==> src/rtl/serial_frame_arbiter.sv <==
// serial_frame_arbiter: round-robin sharing of one serial line, frames start/addr/len/data/stop.
// Define PARITY_EN to insert an even-parity bit over the data bits before the stop bit.
module serial_frame_arbiter #(
    parameter int NREQ   = 4,
    parameter int ADDR_W = 2,
    parameter int CNT_W  = 4,
    parameter int DATA_W = 15
) (
    input  logic                    clk,
    input  logic                    rst,
    input  logic                    clkEn,
    input  logic [NREQ-1:0]         req,
    input  logic [NREQ*CNT_W-1:0]   len,
    input  logic [NREQ*DATA_W-1:0]  data,
    output logic [NREQ-1:0]         grant,
    output logic [NREQ-1:0]         done,
    output logic                    serOut,
    output logic                    busy
);
`ifdef PARITY_EN
    typedef enum logic [2:0] {IDLE, START, ADDR, CNT, DATA, PARITY, GAP} state_t;
    localparam state_t TAIL = PARITY;
    logic par;
`else
    typedef enum logic [2:0] {IDLE, START, ADDR, CNT, DATA, GAP} state_t;
    localparam state_t TAIL = GAP;
`endif
    state_t state, nxt;
    logic [CNT_W-1:0] cnt, cnt_n, len_q, len_sh;
    logic [ADDR_W-1:0] rr, idx_q, addr_sh, win;
    logic [DATA_W-1:0] data_q;
    logic found, bit_n;
    // lowest requester above rr wins; otherwise wrap to the lowest requester overall
    always_comb begin
        found = |req;
        win = '0;
        for (int i = NREQ - 1; i >= 0; i--)
            if (req[i]) win = ADDR_W'(i);
        for (int i = NREQ - 1; i >= 0; i--)
            if (req[i] && i > int'(rr)) win = ADDR_W'(i);
    end
    // serOut is registered: each state's bit appears on the line after its tick
    always_comb begin
        nxt = state;
        cnt_n = cnt - 1'b1;
        bit_n = 1'b1;
        case (state)
            START: begin
                bit_n = 1'b0;
                nxt = ADDR;
                cnt_n = CNT_W'(ADDR_W - 1);
            end
            ADDR: begin
                bit_n = addr_sh[ADDR_W-1];
                if (cnt == '0) begin
                    nxt = CNT;
                    cnt_n = CNT_W'(CNT_W - 1);
                end
            end
            CNT: begin
                bit_n = len_sh[CNT_W-1];
                if (cnt == '0) begin
                    nxt = (len_q != '0) ? DATA : TAIL;
                    cnt_n = len_q - 1'b1;
                end
            end
            DATA: begin
                bit_n = data_q[cnt];
                nxt = (cnt == '0) ? TAIL : DATA;
            end
`ifdef PARITY_EN
            PARITY: begin
                bit_n = par;
                nxt = GAP;
            end
`endif
            GAP: nxt = IDLE;
            default: nxt = found ? START : IDLE;
        endcase
    end
    always_ff @(posedge clk or posedge rst) begin
        if (rst) begin
            state <= IDLE;
            cnt <= '0;
            serOut <= 1'b1;
            grant <= '0;
            done <= '0;
            busy <= 1'b0;
            rr <= ADDR_W'(NREQ - 1);
            idx_q <= '0;
            addr_sh <= '0;
            len_q <= '0;
            len_sh <= '0;
            data_q <= '0;
`ifdef PARITY_EN
            par <= 1'b0;
`endif
        end else begin
            done <= '0;
            if (clkEn) begin
                state <= nxt;
                cnt <= cnt_n;
                serOut <= bit_n;
                if (state == IDLE && found) begin
                    grant <= NREQ'(1) << win;
                    busy <= 1'b1;
                    idx_q <= win;
                    addr_sh <= win;
                    len_q <= len[win*CNT_W +: CNT_W];
                    len_sh <= len[win*CNT_W +: CNT_W];
                    data_q <= data[win*DATA_W +: DATA_W];
`ifdef PARITY_EN
                    par <= 1'b0;
`endif
                end
                if (state == ADDR) addr_sh <= addr_sh << 1;
                if (state == CNT) len_sh <= len_sh << 1;
`ifdef PARITY_EN
                if (state == DATA) par <= par ^ bit_n;
`endif
                if (state == GAP) begin
                    done <= NREQ'(1) << idx_q;
                    rr <= idx_q;
                    grant <= '0;
                    busy <= 1'b0;
                end
            end
        end
    end
endmodule

==> config.mk <==
export PLATFORM = sky130hd
export DESIGN_NAME = serial_frame_arbiter
export DESIGN_NICKNAME = d
export VERILOG_FILES = /design/src/rtl/serial_frame_arbiter.sv
export SDC_FILE = /design/constraint.sdc
export NUM_CORES = 1
export LEC_CHECK = 0
export ABC_AREA = 1
export BUFFER_PORTS_ARGS = -buffer_cell sky130_fd_sc_hd__buf_2
export CAP_MARGIN = 25
export CELL_PAD_IN_SITES_DETAIL_PLACEMENT = 0
export CELL_PAD_IN_SITES_GLOBAL_PLACEMENT = 1
export CORE_MARGIN = 1
export CORE_UTILIZATION = 36
export DETAILED_ROUTE_END_ITERATION = 6
export GPL_TIMING_DRIVEN = 1
export PLACE_DENSITY_LB_ADDON = 0.1
export REMOVE_ABC_BUFFERS = 1
export SYNTH_ARGS = -nofsm -noshare
export SYNTH_HDL_FRONTEND = slang
export SYNTH_SLANG_ARGS = --single-unit
==> constraint.sdc <==
create_clock -name clk -period 2.1 [get_ports clk]
set_clock_uncertainty 0.1 [all_clocks]
set_input_delay 0.21 -clock clk [delete_from_list [all_inputs] [get_ports clk]]
set_output_delay 0.21 -clock clk [all_outputs]
set_load 0.02 [all_outputs]
# Word-level counts from Yosys, hierarchy flattened
# Index checks and enable logic that the tools add are counted.
# totals
regBits,46
in_bits,83
out_inout_bits,10
# classes
n_addsub,2
multipliers,1
n_lt_le_gt_ge,4
n_eq_ne,7
shift,4
muxes,29
reduce_logical,17
# ops
operator,count
$shiftx 60x7->15,1
$mux 4,8
$mux 2,9
$shiftx 16x5->4,1
$pmux 3 s5,1
$pmux 4 s3,1
$reduce_and 2->1,5
$shl 1x2->4 const A,2
$sub 4x1->4 const B,2
$eq 3x2->1 const B,2
$eq 3x3->1 const B,2
$mul 2x4->6 const B,1
$mux 1,6
$mux 3,2
$reduce_bool 2->1,3
$lt 4x5->1 const B,1
$bmux 1 s4,1
$gt 2x2->1 const A,2
$logic_and 1x1->1,4
$logic_not 4->1,1
$ne 2x2->1 const B,2
$pmux 1 s4,1
$reduce_bool 4->1,1
$reduce_or 4->1,1
4 further kinds,4

# Logic depth before layout (Yosys ltp)
# logic_depth
word_depth,10
depth_mapped,14
mapped_depth_nobuf,13

# Least setup slack after synthesis
# OpenSTA, ideal clock, no wires.
# synth_timing
path_type,register -> register
from,register rr[1]
to,register data_q[12]
t_arrival_ns,1.470
required_time_ns,1.883
slack_ns,0.413
path_stages_with_launch,12
path_buffers,2
synth_period_minus_slack_ns,1.687
path_cell_list,dfstp_2 -> nand2_1 -> nand2_1 -> nand2_2 -> nor2_4 -> nor2_8 -> buf_6 -> buf_6 -> nand3_1 -> nand3_1 -> nor2_1 -> nor2_1
# synth_via
elab_chain_len,7
elab_cells_between_ends,11
cone_classes,mul: 1; order compare: 3; shift: 1; mux: 3; reduce/logical: 3
# synth_rtl
element,line,rtl
"start, declared",30,"logic [ADDR_W-1:0] rr, idx_q, addr_sh, win;"
"start signal, assigned",89,rr <= ADDR_W'(NREQ - 1);
"start signal, assigned",123,rr <= idx_q;
$gt 2x2->1,40,if (req[i] && i > int'(rr)) win = ADDR_W'(i);
$logic_and 1x1->1,40,
$mux 2 (2 in a row),40,
$mux 2 *,40,
$mul 2x4->6 *,111,data_q <= data[win*DATA_W +: DATA_W];
$shiftx 60x7->15 *,111,
"end signal, assigned",111,
"end, declared",31,logic [DATA_W-1:0] data_q;
# Mark *: on every way between the ends. The rest lies on a longest branch, timed or not.
# A chain may end at the register's enable or synchronous reset.

# Worst setup path after layout
# layout_timing
from,register rr[0]
to,register data_q[11]
# The elaborated chain is that of the path after synthesis.

==> impl_results.md <==
- Core Area: roughly 0.008 sq mm
- Initial Util: between 30% and 40%
- R2R cell count: 8
- First-pass GRT wire length: roughly 14000 microns
- Met3 usage in global routing: around 2.8%
- Final Hold Viols: 0
- Die height: between 90 and 100 microns
- Arrival time at the worst endpoint: slightly above 2000 ps
- Most common cell in the netlist: nand2_1
- Tmin final: around 2000 ps
- Pins Over Slew Limit: 0
- Residual DRC: 0
- Synth Flop Type: dfrtp_1
- Area contributors post-synth: dfrtp_1 36%, nand3_1 15%, nand2_1 12%
- Register area share after synthesis: between 30% and 40%
- Most Used Layer, Global Route: met1
- Fmax: 514 MHz
- Min-Delay Startpoint: data[6]
- Pin count of the biggest net entering global routing: 28
- Max VDD drop: between 0.4 and 0.5 mV
- DRT Wirelength: 8470 microns
- Vias: around 3000
- Initial antenna violation count: 0
- GRT met2 Usage: approximately 30%
- Worst Setup End Kind: register
- GRT Resource Usage Total: between 10% and 20%
- TritonCTS Buffers: 5
- Worst slew pin tran: ~470 ps
- WHS Path Cells: 5
- Synth Area per Inst: between 6 and 7 sq um
- CP max FO: 15
- Setup TNS: 0 ps
- Clock transition at path regs: approximately 90 ps
- Setup CP Type: register to register
- Iter 0 DRT Violations: approximately 170
- Clk_lat worst skew: 300 ps
- I/O pins: 93
- Buf+Inv Stages, Crit Path: 2
- Clock sinks: 46
- GRT overflow: 0
- Vias in the first global route: 2787
- Post-synthesis register bit count: 46
- Worst path max stage delay: roughly 400 ps
- Number of synthesized flops with an enable pin: 0
- Cell taking the most area after synthesis: dfrtp_1
- Reg-to-reg slack, setup: around 150 ps
- Area Growth Syn to Fin: 22.8%
- Met1 global-route usage: 30.0%
- Number of max-cap violations: 0
- Port-buffer cells: a little over 90
- Min-delay worst type: primary input to register
- Root buf cell: clkbuf_8
- Crit Reg-Reg Endpoint: data_q[11]
- Full die area: between 0.008 and 0.009 sq mm
- Pwr dens: about 1300 mW/mm^2
- ANT cells: 0
- Mapped Area: between 0.002 and 0.003 sq mm
- ANT nets after route: 0
- CP max-delay cell: dfstp_2
- Hold Crit Endpoint: data_q[6]
- Synth async-reset ratio: 100%
- Reg-to-Reg Start: rr[0]
- Setup violators final: 0
- CTS tree: built
- Status: complete, no violations
- DP HPWL: between 6000 and 7000 microns
- Warnings from Yosys: 0
- Ratio of cells with drive above 1 in the final layout: between 20 and 30%
- WL per Instance: about 14 microns
- Post-synthesis cell type count: 36
- Gpl congestion: around 0.8
- Static leakage: ~1.9 nW
- Post-Syn Instances: 428
- Nets: roughly 610
- RSZ-0062 raised after global routing: false
- Detailed-router iteration count before antenna repair: 4
- Fin crit share: 92.7%
- Die X: approximately 93 microns
- Worst endpoint required time: 2230 ps
- Site row count: 32
- Critical path's top delay family: simple AND/OR/NAND/NOR gates
- Slew headroom: 68.6%
- Crit-path cells: nor3_4, inv_1, nand2_4, buf_4, nand3_1, nand2_1, nor2_1, a21oi_1
- H-tree depth: 2
- Top cells by count, synth: 98 x nand2_1, 92 x nand3_1, 45 x nor2_1, 43 x dfrtp_1, 39 x inv_1
- Vias per cell: 4.91
- Startpoint types: register
- Yosys top cell area share: 35.9%
- Finished Core Util: 46.6%
- Max clock buf depth: 2
area by class of cell:
cell class	count	area, sq um
clock buffer	6	72.6
clock inverter	2	10.0
fill	820	4210
inverter	45	171
multi-input combinational	317	1550
sequential	46	1150
tap	102	128
timing repair buffer	108	596
tightest hold or removal path, cell delays in order:
cell	delay, ps
buf_2	80
nand2_1	40
nand2_1	50
nor2_1	30
nor2_1	70
state kept, by name, summed over array words and instances (netlist names):
name,flops
grant,4
state,3
busy,1
rr,2
addr_sh,2
cnt,4
len_sh,4
len_q,4
data_q,15
idx_q,2
done,4
serOut,1
layer usage:
| layer | vias to the layer above | part of all wire (%) |
|---|---|---|
| met3 | 4 | 3.2 |
| met2 | 61 | 46 |
| met4 | 0 | 0.66 |
| met1 | 1411 | 50 |
| met5 | - | 0 |
| li1 | 1599 | - |
kinds of logic (layout without fill, tap and decap cells):
kind of cell / Yosys count / after routing / share of synthesized area (%)
DFF: 46 / 46 / 38.6
AOI/OAI and AO/OA: 62 / 62 / 11.6
buffers and inverters: 66 / 161 / 10.2
adders and majority gates: 3 / 3 / 1.25
and+or+nand+nor: 249 / 250 / 37.8
xor gates and xnor gates: 2 / 2 / 0.585
how the worst max path moves through the flow:
stage	depth (start not counted)	slack, ps	startpoint	endpoint
finish	8	150	rr[0]	data_q[11]
global route	8	20	rr[0]	data_q[13]
CTS	10	140	rr[1]	len_sh[0]
detailed placement	11	140	req[1]	len_sh[0]
global placement	11	220	req[1]	data_q[11]
floorplan	6	-80	state[1]	len_sh[0]
what timing repair did:
| item | 4_1_cts | 5_1_grt |
|---|---|---|
| buffers inserted | 0 | 1 |
| endpoints found under the setup margin | 0 | 12 |
| hold buffers | 1 | 0 |
| gates resized for setup | 0 | 2 |
| hold endpoints to repair | 18 | 0 |
placed cells by master, fill, tap and decap left out, drive strengths merged, types with 2 or more instances in the layout:
cell / synthesis / layout
nand2: 102 / 102
clkinv: 2 / 4
nor2: 50 / 51
o21ai: 22 / 22
o211ai: 4 / 4
xor2: 2 / 2
a21oi: 26 / 26
clkbuf: 4 / 6
buf: 17 / 107
inv: 43 / 43
dfstp: 3 / 3
dfrtp: 43 / 43
o2111ai: 2 / 2
nor3: 2 / 2
nand3: 92 / 92
ha: 3 / 3
o22ai: 2 / 2
where the power goes:
group | internal [mW] | switching (mW)
clock | 0.231 | 0.297
combinational | 0.967 | 1.75
sequential | 1.29 | 0.225
metrics by stage:
| stage | cells | worst slack (ps) | cell area [sq um] | hold WS [ps] | total power [mW] |
|---|---|---|---|---|---|
| after floorplan | 407 | -77.9 | 2860 | 206 | 3.36 |
| after global placement | 615 | 217 | 3560 | 148 | 4.18 |
| after detailed placement | 615 | 144 | 3560 | 152 | 4.22 |
| after CTS | 624 | 139 | 3660 | 121 | 4.76 |
| after global routing | 626 | 16.6 | 3680 | 117 | 5.26 |
| final | 626 | 154 | 3680 | 120 | 4.77 |
Note: power is estimated with default switching activity, not from simulation.
